File: src/rtl/mips_isa_pkg.sv
// MIPS ISA encodings used by the front end.
//   OPCODE_WIDTH : width of the primary opcode field instr[31:26]
//   opcode_e     : primary opcodes recognised by fetch
package mips_isa_pkg;

    localparam int unsigned OPCODE_WIDTH = 6;

    typedef enum logic [OPCODE_WIDTH-1:0] {
        RType = 6'h00,
        J     = 6'h02,
        JAL   = 6'h03
    } opcode_e;

endpackage : mips_isa_pkg

File: src/rtl/mips_pkg.sv
// Shared core parameters and the fetch-unit state encoding.
//   PC_WIDTH / INSTR_WITDTH : datapath widths of the fetch front end
//   COUNT_WIDTH             : width of the accepted-instruction counter
//   RESET_PC_DEFAULT        : default first fetch address
//   fetch_state_e           : BOOT / RUN / HOLD
package mips_pkg;

    localparam int unsigned PC_WIDTH     = 32;
    localparam int unsigned INSTR_WITDTH = 32;
    localparam int unsigned COUNT_WIDTH  = 32;

    localparam logic [PC_WIDTH-1:0] RESET_PC_DEFAULT = 32'h0000_0000;

    typedef enum logic [1:0] {
        BOOT = 2'd0,
        RUN  = 2'd1,
        HOLD = 2'd2
    } fetch_state_e;

endpackage : mips_pkg

File: src/rtl/mips_fetch_unit_if.sv
// Fetch-unit bus: instruction-memory port, IF/ID handshake, redirect input
// and the accepted-instruction counter.
//   master : the fetch unit (drives pc, if_*, fetch_count)
//   slave  : memory / decode / execute side
interface mips_fetch_unit_if
    import mips_pkg::*;
();

    logic [PC_WIDTH-1:0]     pc;
    logic [INSTR_WITDTH-1:0] instr;
    logic [INSTR_WITDTH-1:0] if_instr;
    logic [PC_WIDTH-1:0]     if_pc_plus4;
    logic                    if_valid;
    logic                    id_ready;
    logic                    redirect_valid;
    logic [PC_WIDTH-1:0]     redirect_target;
    logic [COUNT_WIDTH-1:0]  fetch_count;

    modport master (
        output pc, if_instr, if_pc_plus4, if_valid, fetch_count,
        input  instr, id_ready, redirect_valid, redirect_target
    );

    modport slave (
        input  pc, if_instr, if_pc_plus4, if_valid, fetch_count,
        output instr, id_ready, redirect_valid, redirect_target
    );

endinterface : mips_fetch_unit_if

File: src/rtl/mips_next_pc.sv
// Combinational next-PC selection: redirect, then J/JAL, then pc+4.
//   pc_i              : current fetch address
//   instr_i           : word fetched at pc_i
//   redirect_valid_i  : execute redirect request
//   redirect_target_i : redirect address (low two bits ignored)
//   next_pc_c_o       : selected next fetch address
module mips_next_pc
    import mips_pkg::*;
    import mips_isa_pkg::*;
(
    input  logic [PC_WIDTH-1:0]     pc_i,
    input  logic [INSTR_WITDTH-1:0] instr_i,
    input  logic                    redirect_valid_i,
    input  logic [PC_WIDTH-1:0]     redirect_target_i,
    output logic [PC_WIDTH-1:0]     next_pc_c_o
);

    logic [PC_WIDTH-1:0]     pc_plus4;
    logic [OPCODE_WIDTH-1:0] opcode;
    logic                    is_jump;

    always_comb begin
        pc_plus4    = pc_i + PC_WIDTH'(4);
        opcode      = instr_i[31:26];
        is_jump     = (opcode == J) || (opcode == JAL);
        next_pc_c_o = pc_plus4;
        if (redirect_valid_i) begin
            // Mask rather than slice so every target bit is consumed.
            next_pc_c_o = redirect_target_i & ~PC_WIDTH'(3);
        end else if (is_jump) begin
            next_pc_c_o = {pc_plus4[31:28], instr_i[25:0], 2'b00};
        end
    end

endmodule : mips_next_pc

File: src/rtl/mips_fetch_unit.sv
// Instruction-fetch front end: PC register, BOOT/RUN/HOLD control, IF/ID
// output stage with valid/ready handshake, and accepted-instruction counter.
//   clk   : rising-edge clock
//   rst_n : asynchronous active-low reset
//   bus   : fetch bus (master side), see mips_fetch_unit_if
module mips_fetch_unit
    import mips_pkg::*;
#(
    parameter logic [PC_WIDTH-1:0] RESET_PC = RESET_PC_DEFAULT
) (
    input  logic               clk,
    input  logic               rst_n,
    mips_fetch_unit_if.master  bus
);

    fetch_state_e            state_q;
    logic [PC_WIDTH-1:0]     pc_q;
    logic [PC_WIDTH-1:0]     pc_d;
    logic [INSTR_WITDTH-1:0] instr_q;
    logic [PC_WIDTH-1:0]     pc_plus4_q;
    logic                    valid_q;
    logic [COUNT_WIDTH-1:0]  count_q;
    logic                    advance;
    logic                    accept;

    mips_next_pc u_next_pc (
        .pc_i              (pc_q),
        .instr_i           (bus.instr),
        .redirect_valid_i  (bus.redirect_valid),
        .redirect_target_i (bus.redirect_target),
        .next_pc_c_o       (pc_d)
    );

    // Output stage may load when empty or when decode drains it this edge.
    assign advance = !valid_q || bus.id_ready;
    // A redirect squashes the output word, so it is never counted.
    assign accept  = valid_q && bus.id_ready && !bus.redirect_valid;

    // Control FSM, PC, IF/ID stage and counter.
    always_ff @(posedge clk or negedge rst_n) begin
        if (!rst_n) begin
            state_q    <= BOOT;
            pc_q       <= RESET_PC;
            instr_q    <= '0;
            pc_plus4_q <= '0;
            valid_q    <= 1'b0;
            count_q    <= '0;
        end else begin
            case (state_q)
                BOOT: begin
                    state_q <= RUN;
                end
                RUN, HOLD: begin
                    if (bus.redirect_valid) begin
                        pc_q    <= pc_d;
                        valid_q <= 1'b0;
                        state_q <= RUN;
                    end else if (advance) begin
                        instr_q    <= bus.instr;
                        pc_plus4_q <= pc_q + PC_WIDTH'(4);
                        valid_q    <= 1'b1;
                        pc_q       <= pc_d;
                        state_q    <= RUN;
                    end else begin
                        state_q <= HOLD;
                    end
                    if (accept) begin
                        count_q <= count_q + COUNT_WIDTH'(1);
                    end
                end
                default: begin
                    state_q <= BOOT;
                end
            endcase
        end
    end

    assign bus.pc          = pc_q;
    assign bus.if_instr    = instr_q;
    assign bus.if_pc_plus4 = pc_plus4_q;
    assign bus.if_valid    = valid_q;
    assign bus.fetch_count = count_q;

endmodule : mips_fetch_unit

File: src/flat_wrapper.sv
// flat-port wrapper written by rule: the top's interface ports become plain ports
module mips_fetch_unit_flat import mips_pkg::*;
#(
    parameter logic [PC_WIDTH-1:0] RESET_PC = RESET_PC_DEFAULT
)
  (clk, rst_n, bus_pc, bus_if_instr, bus_if_pc_plus4, bus_if_valid, bus_fetch_count, bus_instr, bus_id_ready, bus_redirect_valid, bus_redirect_target);
  mips_fetch_unit_if bus_i ();
  input  logic clk;
  input  logic rst_n;
  output wire logic [$bits(bus_i.pc)-1:0] bus_pc;
  output wire logic [$bits(bus_i.if_instr)-1:0] bus_if_instr;
  output wire logic [$bits(bus_i.if_pc_plus4)-1:0] bus_if_pc_plus4;
  output wire logic [$bits(bus_i.if_valid)-1:0] bus_if_valid;
  output wire logic [$bits(bus_i.fetch_count)-1:0] bus_fetch_count;
  input wire logic [$bits(bus_i.instr)-1:0] bus_instr;
  input wire logic [$bits(bus_i.id_ready)-1:0] bus_id_ready;
  input wire logic [$bits(bus_i.redirect_valid)-1:0] bus_redirect_valid;
  input wire logic [$bits(bus_i.redirect_target)-1:0] bus_redirect_target;
  assign bus_pc = bus_i.pc;
  assign bus_if_instr = bus_i.if_instr;
  assign bus_if_pc_plus4 = bus_i.if_pc_plus4;
  assign bus_if_valid = bus_i.if_valid;
  assign bus_fetch_count = bus_i.fetch_count;
  assign bus_i.instr = bus_instr;
  assign bus_i.id_ready = bus_id_ready;
  assign bus_i.redirect_valid = bus_redirect_valid;
  assign bus_i.redirect_target = bus_redirect_target;
  mips_fetch_unit #(.RESET_PC(RESET_PC)) u_core (.clk(clk), .rst_n(rst_n), .bus(bus_i));
endmodule
File: config.mk
export PLATFORM = sky130hd
export DESIGN_NAME = mips_fetch_unit_flat
export DESIGN_NICKNAME = d
export VERILOG_FILES = /design/src/rtl/mips_isa_pkg.sv /design/src/rtl/mips_pkg.sv /design/src/rtl/mips_fetch_unit_if.sv /design/src/rtl/mips_next_pc.sv /design/src/rtl/mips_fetch_unit.sv /design/src/flat_wrapper.sv
export SDC_FILE = /design/constraint.sdc
export NUM_CORES = 1
export LEC_CHECK = 0
export CAP_MARGIN = 5
export CELL_PAD_IN_SITES_DETAIL_PLACEMENT = 0
export CELL_PAD_IN_SITES_GLOBAL_PLACEMENT = 1
export CORE_ASPECT_RATIO = 0.9
export CORE_MARGIN = 4
export CORE_UTILIZATION = 35
export CTS_BUF_LIST = sky130_fd_sc_hd__clkbuf_2 sky130_fd_sc_hd__clkbuf_4 sky130_fd_sc_hd__clkbuf_8
export CTS_CLUSTER_SIZE = 28
export DETAILED_ROUTE_END_ITERATION = 8
export PLACE_DENSITY_LB_ADDON = 0.1
export SLEW_MARGIN = 30
export SYNTH_ARGS = -nofsm -noshare
export SYNTH_HDL_FRONTEND = slang
export SYNTH_SLANG_ARGS = --single-unit
File: constraint.sdc
create_clock -name clk -period 6.2 [get_ports clk]
set_clock_uncertainty 0.05 [all_clocks]
set_input_delay 1.24 -clock clk [delete_from_list [all_inputs] [get_ports clk]]
set_output_delay 1.24 -clock clk [all_outputs]
set_load 0.02 [all_outputs]
==> flow_metrics.py <==
metrics = {
    "status": {
        "outcome": "completed",
    },
    "global_route": {
        "grt_max_degree": 68,
        "grt_pass1_wl_microns": 30400,
        "grt_pass1_vias": 5601,
        "grt_antenna_before_repair": 0,
        "gr-total-overflow": 0,
        "grt_use_total_pct": 19.2,
    },
    "die": {
        "core_sq_um": 17700,
        "die-area_sq_um": 20200,
        "start_util_pct": 35.7,
        "row_count": 46,
        "die_x_microns": 149,
        "die-height_microns": 135,
        "pin_count": 197,
    },
    "sta": {
        "slew_violations": 0,
        "period_needed_ns": 3.49,
        "setup_slack_ns": 2.71,
        "relSlewSlack_pct": 43.6,
        "setup_viol_count_final": 0,
        "setup_tns_ns": 0,
        "fin_crit_sh_pct": 56.3,
        "max_freq_mhz": 287,
        "rsz0062_at_grt": "no",
        "hold_violations": 0,
        "tightest_slew_ns": 0.844,
    },
    "worst_setup_path": {
        "crit_fanout": 24,
        "critPathBufInv": 1,
        "criticalPathCategory": "in2reg",
        "cpLargestDelayFamily": "simple AND/OR/NAND/NOR gates",
        "slowest_stage": "nor3b_1",
        "cp-end-kind": "register",
        "arrival_ns": 3.78,
        "startpoint_type": "input pin",
        "worstPathRequired_ns": 6.49,
        "crit_chain": "clkdlybuf4s50_1 -> nor3b_1 -> nand2_2 -> nand2_1 -> o21ai_0 -> a22o_1",
        "max_stage_delay_ns": 0.70,
    },
    "clocking": {
        "ctsResizeCount": 0,
        "cts-root-buf": "clkbuf_8",
        "max-clock-path-buffers": 2,
        "cts_sinks": 127,
        "clk_pin_slew_ns": 0.07,
        "clk_latency_ns": 0.45,
        "cts_hold_buf": 0,
        "numCtsBuffers": 17,
        "cts_tree": "built",
        "htreeDepth": 4,
        "cts_setup_buffers": 0,
    },
    "synthesis": {
        "synthFlopType": "dfrtp_1",
        "synthDistinctLibCells": 62,
        "synth_top_area_cell": "dfrtp_1",
        "syn-mean-instance-area_sq_um": 10.1,
        "synth_edf_count": 0,
        "async_flop_share_pct": 100,
        "yosysSeqAreaShare_pct": 50.4,
        "ys_ff_latch": 127,
        "synth_top_area_share_pct": 50.4,
        "syn_inst": 622,
        "netlist_area_sq_um": 6300,
        "ys_warn_count": 0,
        "synth_area_leaders": "dfrtp_1 (50%), mux2_2 (5.9%), xnor2_1 (5.3%)",
    },
    "drt": {
        "vias_per_cell": 5.14,
        "drt_first_pass_iters": 4,
        "first_iter_violations": 353,
        "wire_per_inst_microns": 18.2,
        "via_count": 5438,
        "antenna_left": 0,
        "drc": 0,
        "wl_microns": 19200,
    },
    "placement": {
        "routabilityCongestion": 0.778,
        "portBuffers": 190,
        "place_hpwl_microns": 13700,
        "pre_cts_ws_ns": 2.04,
        "place_inst": 1027,
    },
    "final_layout": {
        "drive_above_1_share_pct": 10.9,
        "fin_nets": 878,
        "final_core_util_pct": 50.1,
        "seqCellArea_sq_um": 3180,
        "multi_input_area_sq_um": 2990,
        "n_antenna_cell": 0,
        "fillerInstances": 1653,
        "final_cells": 1059,
        "syn2layout_area_growth_pct": 40.4,
    },
    "pwr": {
        "power_leakage_nw": 3.64,
        "cellPowerDensity_nw_per_um2": 472,
        "peakVddDrop_uv": 241,
    },
    "job": {
        "maxCapViolCount": 0,
    },
    "hold_path": {
        "worstHoldPathType": "reg2reg",
    },
}
[path summary, 6_finish.rpt]
path / startpoint / end / slack, ns / depth (start not counted)
max: bus_instr[27] / u_core.bus.pc[11]$_DFFE_PN0P_ / 2.71 / 6
min: u_core.bus.if_pc_plus4[16]$_DFFE_PN0P_ / u_core.bus.if_pc_plus4[16]$_DFFE_PN0P_ / 0.43 / 2
max reg2reg: u_core.state_q[0]$_DFF_PN0_ / u_core.bus.fetch_count[26]$_DFFE_PN0P_ / 3.25 / 7
min reg2reg: u_core.bus.if_pc_plus4[16]$_DFFE_PN0P_ / u_core.bus.if_pc_plus4[16]$_DFFE_PN0P_ / 0.43 / 2
max in group asynchronous: rst_n / u_core.bus.pc[4]$_DFFE_PN0P_ / 4.30 / 2
min in group asynchronous: rst_n / u_core.bus.fetch_count[31]$_DFFE_PN0P_ / 0.70 / 1
[cell usage after synthesis, drive strengths merged, types with 2 or more instances]
library cell	count
or3	9
nor3	10
nand4b	2
or4	2
ha	4
and2	4
nand3	46
a211o	4
xnor2	38
o21a	2
a21oi	21
o22ai	4
nand2	83
o2111ai	2
dfrtp	127
clkbuf	25
o22a	2
o211ai	3
o21ai	42
nand2b	5
a21o	3
o2bb2ai	3
mux2	33
nor2	29
o221ai	6
and4	5
nand4	16
buf	7
inv	12
and3	13
a2bb2oi	7
xor2	21
nor4	6
a31oi	7
[final cells by class]
class	count	share of cell area (%)
sequential	127	35.9
multi-input combinational	454	33.8
timing repair buffer	194	21.8
tap	240	3.39
clock buffer	23	3.37
clock inverter	9	1.23
inverter	12	0.509
[layer usage]
layer	track usage, %	routed length (microns)	part of all wire, %	vias up
met2	30.0	8960	47	183
met4	5.19	164	0.85	0
met3	7.16	1610	8.4	14
li1	-	-	-	2591
met1	25.3	8500	44	2650
met5	0	0	0	-
[registers in the layout, summed over array words and instances, names as in the netlist]
register / count
u_core.state_q: 2
u_core.bus.pc: 30
u_core.bus.if_valid: 1
u_core.bus.if_instr: 32
u_core.bus.if_pc_plus4: 30
u_core.bus.fetch_count: 32
[metrics by stage]
step / total power, mW / hold WS (ns) / cell area, sq um
after floorplan: 2.51 / 0.509 / 6310
after global placement: 3.42 / 0.405 / 8430
after detailed placement: 3.47 / 0.419 / 8430
after CTS: 4.23 / 0.431 / 8830
after global routing: 4.44 / 0.445 / 8850
final: 4.18 / 0.431 / 8850
[cells in the final DEF (no fill, tap or decap), types with 3 or more instances in the layout]
cell type,count
a211o_1,4
a21o_1,3
a21oi_1,20
a2bb2oi_1,7
a31oi_1,7
and2_1,4
and3_1,11
and4_1,5
buf_4,3
clkbuf_4,3
clkbuf_8,20
clkdlybuf4s50_1,188
clkinvlp_4,4
conb_1,4
dfrtp_1,127
ha_1,4
inv_1,11
mux2_2,33
nand2_1,82
nand2b_1,5
nand3_1,44
nand4_1,14
nor2_1,29
nor3_1,10
nor4_1,3
nor4_4,3
o211ai_1,3
o21ai_0,41
o221ai_1,6
o22ai_1,4
o2bb2ai_1,3
or3_1,9
xnor2_1,38
xor2_1,21
[worst register-to-register path: stages, from the launching register on]
cell	delay [ns]
dfrtp_1	0.36
inv_1	0.05
ha_1	0.64
nand4b_1	0.35
nor4_1	0.73
and4_1	0.41
nand3_1	0.12
xnor2_1	0.14
[power by group]
part	total [mW]	internal (mW)	leakage (nW)	switching (mW)
combinational	1.97	0.936	1.88	1.03
clock	0.747	0.402	0.198	0.345
sequential	1.46	1.15	1.56	0.313
[cells by family after synthesis]
| kind of cell | synth area share [%] |
|---|---|
| AND/OR/NAND/NOR | 19.8 |
| other | 0.0595 |
| adder cells (fa/ha/maj) | 0.794 |
| buffers and inverters | 2.88 |
| XOR/XNOR | 8.20 |
| multiplexers | 6.05 |
| AO/OA/AOI/OAI | 11.8 |
| flip-flops | 50.4 |
Power figures use the tool's default switching activity.
==> RTL edit 1, RTL diff (same settings) <==
Encoding of `fetch_state_e`: now one-hot (3 bits for 3 states).
--- a/src/rtl/mips_pkg.sv
+++ b/src/rtl/mips_pkg.sv
@@ -13,6 +13,6 @@
 
-    typedef enum logic [1:0] {
-        BOOT = 2'd0,
-        RUN  = 2'd1,
-        HOLD = 2'd2
+    typedef enum logic [2:0] {
+        BOOT = 3'b001,
+        RUN  = 3'b010,
+        HOLD = 3'b100
     } fetch_state_e;
Formal check against the unedited RTL: no difference found for any inputs over 4 cycles, from zero or initial values and one cycle with rst_n low; so few cycles prove little.
==> RTL edit 1 against the unedited design <==
Global-route usage shrank 0.050 points; combinational power shrank 7%; sequential share of layout area increased by 0.37 points; total power down 4.6%; count of clock-buffer cells in the layout shrank 3; cell area down 0.20%; synthesized area grew 1.1%; sequential cell count grew 1; wire length up 1.1%; worst setup slack lost 0.015 ns.
==> RTL edit 1: results (changes against the unedited design) <==
Finish
  • Register area: 3200 µm² (was 3180 µm²)
  • FILL cells: 1676 (was 1653)
  • Layout cells sized above 1: 0.116 (was 0.109)

Critical path
  • Capture point of the worst path: u_core.bus.pc[13] (was u_core.bus.pc[11])
  • RR Startpoint: u_core.bus.pc[2] (was u_core.state_q[0])
  • Critical path peak fanout: 23 (was 24)
  • RR Endpoint: u_core.bus.pc[30] (was u_core.bus.fetch_count[26])
  • CP max stage delay: 0.72 ns (was 0.70 ns)

Logic synthesis
  • Avg Cell Area, Syn: 10.5 µm² (was 10.1 µm²)
  • Synth unique cells: 57 (was 62)
  • Mux cell area share after synthesis: 0.0616 (was 0.0605)
  • Top cells by count, synth: dfrtp_1, nand2_1, o21ai_0 (was dfrtp_1, nand2_1, nand3_1)
  • Top cells by area, synth: dfrtp_1, mux2_2, xnor2_1 (unchanged)

Power
  • Switching share of power: 0.403 (was 0.405)
  • Combinational power: 1.84 mW (was 1.97 mW)
  • Maximum vdd ir drop: 277 µV (was 241 µV)
  • Psw: 1.60 mW (was 1.69 mW)
  • Leakage Power: 3.62 nW (was 3.64 nW)

GRT
  • Met2 global-route usage: 0.280 (was 0.300)
  • All-Layer GR Usage: 0.192 (about the same)
  • Vias in the first global route: 5259 (was 5601)
  • Global-route wire length before repair: 30.2 mm (was 30.4 mm)

Status
  • Status: finished, final reports clean (unchanged)

Routing
  • Drt pass-1 iters: 7 (was 4)
  • Vias: 5289 (was 5438)
  • Vias per cell: 5.09 (was 5.14)

Placed design
  • Post-place instance area: 8470 µm² (was 8430 µm²)
  • Pre-CTS setup slack: 2.26 ns (was 2.04 ns)
  • DP HPWL: 13.7 mm (about the same)

STA
  • Worst hold slack: 0.423 ns (was 0.431 ns)
RTL edit 1: changes by cell type in the layout (fill, tap and decap cells not counted), moves of 6 or more:
cell	unedited run	this run
and2_1	4	11
a21oi_1	20	27
nor2_1	29	23
or3_1	9	2
nand2_1	82	65
nand3_1	44	26
nand4_1	14	21
RTL edit 1: metal layers:
| layer | up-vias | wire length [µm] |
|---|---|---|
| li1 | 2537 | - |
| met4 | 0 | 187 |
| met3 | 14 | 1870 |
| met1 | 2551 | 8930 |
| met2 | 187 | 8460 |
| met5 | - | 0 |
RTL edit 1: final cells by class:
| class | instances | area share |
|---|---|---|
| Inverter | 8 | 0.00340 |
| Clock buffer | 20 | 0.0305 |
| Clock inverter | 11 | 0.0103 |
| Timing Repair Buffer | 195 | 0.219 |
| Multi-Input combinational cell | 438 | 0.340 |
| Tap cell | 240 | 0.0340 |
| Sequential cell | 128 | 0.363 |
==> RTL edit 2, RTL diff (config.mk and constraints unchanged) <==
Without the edit above. Change the package constant `COUNT_WIDTH` from 32 to 28.
--- a/src/rtl/mips_pkg.sv
+++ b/src/rtl/mips_pkg.sv
@@ -9,3 +9,3 @@
     localparam int unsigned INSTR_WITDTH = 32;
-    localparam int unsigned COUNT_WIDTH  = 32;
+    localparam int unsigned COUNT_WIDTH  = 28;
 
Ports: changed (resized bus_fetch_count); port bits go from 197 to 193. The function was not compared with the original's and may differ.
==> RTL edit 2 against the unedited design <==
Via count is 3.7% higher; wire length is 3.0% higher; global-route usage is 0.55 points higher; sequential cell count is 4 lower; synthesized area stayed put; non-clock buffer count is 3 lower; total power is 0.88% higher; cell area is 1.3% lower; cell count is 4.5% higher; worst setup slack better by 0.13 ns; sequential share of layout area is 0.67 points lower; first-iteration DRC count is 16% lower; largest power group unchanged.
==> RTL edit 2: results (changes against the unedited design) <==
Routing
  • Drt initial violations: 296 (was 353)
  • Vias per cell: 5.09 (was 5.14)
  • Drt pass-1 iters: 5 (was 4)
  • Total Wirelength: 19.8 mm (was 19.2 mm)
  • WL/cell: 17.9 µm (was 18.2 µm)

Min path
  • HP Start: u_core.bus.fetch_count[27] (was u_core.bus.if_pc_plus4[16])

GRT
  • Vias in the first global route: 5624 (was 5601)
  • Pin count of the biggest net entering global routing: 97 (was 68)
  • Global-route wire length before repair: 31.1 mm (was 30.4 mm)
  • All-Layer GR Usage: 0.197 (was 0.192)

Finish
  • Layout cells sized above 1: 0.0681 (was 0.109)
  • Final-stage net count: 926 (was 878)
  • FILL cells: 1744 (was 1653)

Placed design
  • Port Buffer Count: 186 (was 190)
  • Pre-CTS setup slack: 2.34 ns (was 2.04 ns)
  • Placed cells: 1075 (was 1027)
  • DP HPWL: 14.4 mm (was 13.7 mm)

Critical path
  • Worst EP arrival: 3.65 ns (was 3.78 ns)
  • Critical Path Source: bus_instr[27] (unchanged)
  • Critical path peak fanout: 21 (was 24)

Power
  • Maximum vdd ir drop: 258 µV (was 241 µV)
  • Leakage Power: 3.71 nW (was 3.64 nW)

STA
  • Relative slew margins: 0.435 (was 0.436)

Logic synthesis
  • Sequential share of the synthesized area: 0.488 (was 0.504)
  • Top cells by area, synth: dfrtp_1, nand2_1, xnor2_1 (was dfrtp_1, mux2_2, xnor2_1)
  • Synth unique cells: 64 (was 62)
  • Top cells by count, synth: nand2_1, dfrtp_1, o21ai_0 (was dfrtp_1, nand2_1, nand3_1)

Status
  • Status: finished, final reports clean (unchanged)

Clock tree
  • Total CTS buffers: 17 (unchanged)
-- RTL edit 2: routing by layer --
| metal | global-route usage | up-vias | part of all wire |
|---|---|---|---|
| li1 | - | 2723 | - |
| met1 | 0.267 | 2729 | 0.46 |
| met2 | 0.309 | 175 | 0.46 |
| met3 | 0.0622 | 10 | 0.075 |
| met4 | 0.0503 | 0 | 0.0058 |
| met5 | 0 | - | 0 |
-- RTL edit 2: final cells by class --
class                           instances  area share
Inverter                               11     0.00473
Clock buffer                           22      0.0332
Clock inverter                         10      0.0160
Multi-Input combinational cell        510       0.342
Sequential cell                       123       0.352
Timing Repair Buffer                  191       0.217
Tap cell                              240      0.0344
-- RTL edit 2: worst max-delay path, stage by stage --
cell and delay (ns):
clkdlybuf4s50_1 0.47, nor3b_1 0.40, nand2_1 0.57, nand2_1 0.57
nor3_1 0.10, nor4_1 0.29
-- RTL edit 2: path summary, 6_finish.rpt --
path                                                    to  slack [ns]  cells past startpoint
worst max-delay path                     u_core.bus.pc[22]        2.84                      6
worst min-delay path            u_core.bus.fetch_count[27]        0.43                      1
max in group asynchronous          u_core.bus.if_instr[19]        3.95                      2
min in group asynchronous        u_core.bus.fetch_count[8]        0.82                      1
worst max register to register  u_core.bus.if_pc_plus4[28]        3.47                      5
worst min register to register  u_core.bus.fetch_count[27]        0.43                      1
-- RTL edit 2: cell families after synthesis --
family / count (synthesis) / synth area share
and+or+nand+nor: 322 / 0.251
AOI/OAI and AO/OA: 123 / 0.129
DFF: 123 / 0.488
buffers and inverters: 62 / 0.0431
xor gates and xnor gates: 54 / 0.0750
adders and majority gates: 4 / 0.00794
muxes: 3 / 0.00476
other: 1 / 0.000595
-- RTL edit 2: power breakdown --
part,internal (mW),switching (mW)
clock,0.439,0.332
combinational,0.881,1.12
sequential,1.12,0.328
total,2.43,1.78
-- RTL edit 2: through the flow --
stage	total power, mW	cell area [µm²]
6_report	4.21	8730
3_3_place_gp	3.43	8290
5_1_grt	4.50	8730
3_5_place_dp	3.47	8290
4_1_cts	4.27	8720
2_1_floorplan	2.51	6310
